## src/rtl/rf_wb_arbiter.sv

```systemverilog
// Register-file writeback arbiter.
// Two writeback requesters (req0 = EX result, req1 = MEM load result) share
// the single register-file write port. A round-robin arbiter picks one
// requester per cycle. The winner is captured in a registered output stage
// that drives A3/WD/RFWr directly. A per-register scoreboard tracks
// outstanding producers, and the decode stage sees a read-hazard stall.
module rf_wb_arbiter #(
  parameter int AW   = 5,
  parameter int DW   = 32,
  parameter int NREG = 32
) (
  input  logic            clk,
  input  logic            rst_n,
  // issue side: a new producer of issue_rd is in flight
  input  logic            issue_valid,
  input  logic [AW-1:0]   issue_rd,
  // decode-stage source operands
  input  logic [AW-1:0]   rs_addr,
  input  logic [AW-1:0]   rt_addr,
  output logic            hazard_stall,
  // EX writeback requester
  input  logic            req0_valid,
  input  logic [AW-1:0]   req0_addr,
  input  logic [DW-1:0]   req0_data,
  output logic            req0_ready,
  // MEM writeback requester
  input  logic            req1_valid,
  input  logic [AW-1:0]   req1_addr,
  input  logic [DW-1:0]   req1_data,
  output logic            req1_ready,
  // register file write port
  output logic [AW-1:0]   rf_a3,
  output logic [DW-1:0]   rf_wd,
  output logic            rf_wr,
  // scoreboard contents
  output logic [NREG-1:0] busy_vec
);

  // last_grant_reg = 1 means req1 won the most recent arbitration
  logic            last_grant_reg;
  logic            grant0;
  logic            grant1;
  logic            accept;
  logic [AW-1:0]   win_addr;
  logic [DW-1:0]   win_data;

  logic [AW-1:0]   rf_a3_reg;
  logic [DW-1:0]   rf_wd_reg;
  logic            rf_wr_reg;

  logic [NREG-1:0] busy_reg;
  logic [NREG-1:0] busy_next;

  // Round-robin grant: a lone requester wins, a tie goes to the one not served last
  always_comb begin
    grant0 = 1'b0;
    grant1 = 1'b0;
    if (req0_valid && req1_valid) begin
      if (last_grant_reg) grant0 = 1'b1;
      else                grant1 = 1'b1;
    end else if (req0_valid) begin
      grant0 = 1'b1;
    end else if (req1_valid) begin
      grant1 = 1'b1;
    end
  end

  assign req0_ready = grant0;
  assign req1_ready = grant1;
  assign accept     = grant0 | grant1;

  // Winner's payload; only meaningful when accept is high
  always_comb begin
    win_addr = req0_addr;
    win_data = req0_data;
    if (grant1) begin
      win_addr = req1_addr;
      win_data = req1_data;
    end
  end

  // Output stage: capture the accepted write; the write strobe is a one-cycle pulse.
  // A3/WD hold their last value when idle so the register file sees a quiet bus.
  always_ff @(posedge clk or negedge rst_n) begin
    if (!rst_n) begin
      rf_a3_reg      <= '0;
      rf_wd_reg      <= '0;
      rf_wr_reg      <= 1'b0;
      last_grant_reg <= 1'b1;
    end else begin
      if (accept) begin
        rf_a3_reg      <= win_addr;
        rf_wd_reg      <= win_data;
        rf_wr_reg      <= (win_addr != '0);
        last_grant_reg <= grant1;
      end else begin
        rf_wr_reg      <= 1'b0;
      end
    end
  end

  assign rf_a3 = rf_a3_reg;
  assign rf_wd = rf_wd_reg;
  assign rf_wr = rf_wr_reg;

  // Per-register next state: a new issue beats a commit of the same register,
  // because the issue names a producer that has not written yet. Register 0
  // never holds a pending write.
  genvar gi;
  generate
    for (gi = 0; gi < NREG; gi++) begin : g_busy
      if (gi == 0) begin : g_zero
        assign busy_next[gi] = 1'b0;
      end else begin : g_reg
        logic set_bit;
        logic clr_bit;
        assign set_bit = issue_valid && (issue_rd == AW'(gi));
        assign clr_bit = rf_wr_reg   && (rf_a3_reg == AW'(gi));
        assign busy_next[gi] = set_bit | (busy_reg[gi] & ~clr_bit);
      end
    end
  endgenerate

  // Scoreboard register
  always_ff @(posedge clk or negedge rst_n) begin
    if (!rst_n) busy_reg <= '0;
    else        busy_reg <= busy_next;
  end

  assign busy_vec = busy_reg;

  // No bypass: a source stays stalled until the cycle after its commit edge
  assign hazard_stall = ((rs_addr != '0) && busy_reg[rs_addr]) ||
                        ((rt_addr != '0) && busy_reg[rt_addr]);

endmodule

```

## config.mk

```make
export PLATFORM = sky130hd
export DESIGN_NAME = rf_wb_arbiter
export DESIGN_NICKNAME = d
export VERILOG_FILES = /design/src/rtl/rf_wb_arbiter.sv
export SDC_FILE = /design/constraint.sdc
export NUM_CORES = 1
export LEC_CHECK = 0
export CAP_MARGIN = 5
export CORE_MARGIN = 3
export CORE_UTILIZATION = 41
export DETAILED_ROUTE_END_ITERATION = 16
export PLACE_DENSITY = 0.81
export SYNTH_ARGS = -nofsm -noshare
export SYNTH_HDL_FRONTEND = slang
export SYNTH_SLANG_ARGS = --single-unit
```

## constraint.sdc

```tcl
create_clock -name clk -period 2.1 [get_ports clk]
set_input_delay 0.42 -clock clk [delete_from_list [all_inputs] [get_ports clk]]
set_output_delay 0.42 -clock clk [all_outputs]
set_load 0.005 [all_outputs]
```

==> flow_summary.yaml, run 1 <==
pwr:
  switchingPower_uw: 1701
  pwr-share-comb: 0.432
  power_frac_clock: 0.199
  switching_share: 0.3074
  internal_power_uw: 3832
  power.density_nw_per_um2: 953.4
  leakagePower_uw: 0.002375
  seqPwrFrac: 0.368
  p_total_uw: 5533
  ir_worst_vdd_v: 0.0004851
place:
  portBuffers: 165
  post-dp-hpwl_um: 9710
  dp.cells: 670
  routabilityCongestion: 0.9571
finish:
  largest_register_ffs: 32
  postLayoutCoreUtil: 0.7027
  fin_nets: 672
  area_growth_pct: 64.94
  drive_gt1_frac: 0.1527
  mostFrequentLayoutCell: "clkdlybuf4s50_1"
  final_cells: 688
  final_cell_mix: "clkdlybuf4s50_1, nor2_1, dfrtp_1, o21ai_0, buf_4"
  num_antenna_cells: 0
logic_synthesis:
  synth_fp_nets: 463
  synth_cells: 369
  synthTopCellsByArea: "dfrtp_1, o21ai_0, nor2_1"
  synth_area_um2: 3518
  yosysWarnings: 0
  ys_async_sr_fraction: 1.000
  syn_avg_cell_area_um2: 9.535
  ys.flop_type: "dfrtp_1"
  synth_top_area_frac: 0.4908
  netlist-cell-type-count: 42
  synth_edf_count: 0
  synth-seq-cells: 70
  ys_seq_area_frac: 0.4982
  synth_top_cell_by_area: "dfrtp_1"
sta:
  tns_ns: -0.2448
  fin_crit_sh: 1.117
  fmax_mhz: 426.5
  clock_skew_ns: 0.008252
  slew_viol_final: 0
  fin_crit_ns: 2.345
  final-hold-violation-count: 0
  rsz0062_at_grt: "true"
  setup_ws_ns: -0.2448
  finalSetupViolations: 1
critical_path:
  cp.arrival_ns: 1.92
  end_kind: "output pin"
  critPathKind: "flip-flop to output pin"
  crit_path_start_kind: "flip-flop"
  r2r_start: "last_grant_reg"
  worstPathRequired_ns: 1.68
  crit_start: "busy_vec[14]"
  cp_max_fo: 4
drt:
  wl_met2_um: 6021
  drt_iter0_drc: 283
  wl_um: 12430
  wl_met3_um: 1415
  drt_drc_violations_left: 0
  routed_via_density: 5.548
  wl_per_cell_um: 18.07
  num_vias: 3817
  antenna_left: 0
  wl_met1_um: 4608
  top_layer_used: "met4"
  first_pass_iters: 5
grt:
  grt_pass1_vias: 3940
  grt_pass1_wl_um: 19610
  grt_antenna_before_repair: 0
  grt_util_all_layers: 0.2538
  grt-ovfl-total: 0
  grt_start_max_net_pins: 71
floorplan:
  die_w_um: 98.64
  start_util: 0.4261
  fp-row-count: 33
  fp.dieH_um: 98.64
  die_area_um2: 9729
  core-area_um2: 8258
  io_pins: 167
clock_tree:
  numCtsBuffers: 9
  cts_tree: "built"
  cts_hold_buffers: 0
  clock_latency_ns: 0.35
  cts_sinks: 70
  cts_root_buf: "clkbuf_8"
  cts.htree.levels: 3
  clk_path_buf_depth: 2
  clk_pin_slew_worst_paths_ns: 0.08
run_status:
  outcome: "complete, but fails checks"
  failed_checks: "negative setup slack"
worst_hold_path:
  min_path_type: "primary input to async pin"
flow_run:
  cap_violations: 0
## worst max-delay path, cell delays in order (launching register included)
cell and delay [ns]:
dfrtp_2 0.45, mux4_2 0.48, mux2i_1 0.17, nor3b_1 0.08
a31oi_1 0.15, nand4_1 0.10, buf_2 0.15
## repair_timing
action	4_1_cts	5_1_grt
resized for setup	15	6
pin swaps	2	0
endpoints found under the setup margin	1	3
setup buffers	2	0
## cell families after synthesis
kind of cell,share of synthesized area
AO/OA/AOI/OAI,0.1956
AND/OR/NAND/NOR,0.1714
other,0.001066
buffers and inverters,0.03840
multiplexers,0.09531
flip-flops,0.4982
## final cells by class
cell class                      count  area [um2]
Fill cell                         633        2455
Timing Repair Buffer              217        2044
Sequential cell                    70        1754
Multi-Input combinational cell    272        1643
Clock buffer                       12       155.1
Tap cell                          105       131.4
Clock inverter                      4       45.04
Inverter                            8       30.03
## path summary, 6_finish.rpt
kind / slack, ns / to / depth (start not counted)
worst min register to register: 0.53 / rf_wd[1] / 2
worst min-delay path: 0.08 / busy_vec[8] / 2
worst max register to register: 0.57 / rf_wd[31] / 5
worst max-delay path: -0.24 / hazard_stall / 6
max in group asynchronous: 1.70 / last_grant_reg / 2
min in group clk: 0.42 / rf_wd[31] / 2
## layer usage
metal | track usage | up-vias
li1 | - | 1757
met1 | 0.2960 | 1802
met2 | 0.4301 | 225
met3 | 0.08705 | 33
met4 | 0.1008 | 0
met5 | 0 | -
## cell usage after synthesis (2+ instances only)
cell / number
nor2_1: 79
dfrtp_1: 69
o21ai_0: 62
o22ai_1: 38
nand2_1: 17
nand3_1: 10
buf_2: 9
mux4_2: 9
mux2i_1: 8
inv_1: 7
clkbuf_1: 6
nand2b_1: 6
nor2b_1: 5
a31oi_1: 4
nand4b_1: 4
a21oi_1: 3
nand4_1: 3
buf_4: 2
buf_6: 2
nand3b_1: 2
or2_2: 2
or4_1: 2
## power groups by stage
stage	clock, uW	sequential, uW	combinational, uW
CTS	1120	2030	2390
global route	1180	2080	2590
finish	1100	2040	2390
floorplan	0	2040	696
global placement	0	2030	2310
detailed placement	0	2050	2380
## stage by stage
step                      setup slack, ns  hold slack, ns  cell area [um2]
after floorplan                    0.2264          0.1244             3518
after CTS                         -0.2379         0.09721             5789
final                             -0.2448         0.07720             5803
after detailed placement          -0.9172          0.4753             5579
after global placement            -0.7920          0.4826             5579
after global routing              -0.3073          0.1103             5803
(Power assumes the default switching activity.)
==> run 2, diff against run 1 <==
CTS_CLUSTER_DIAMETER = 150   (was default)
==> results of run 2 <==
No change in the layout: final DEF, timing and power equal those of run 1.
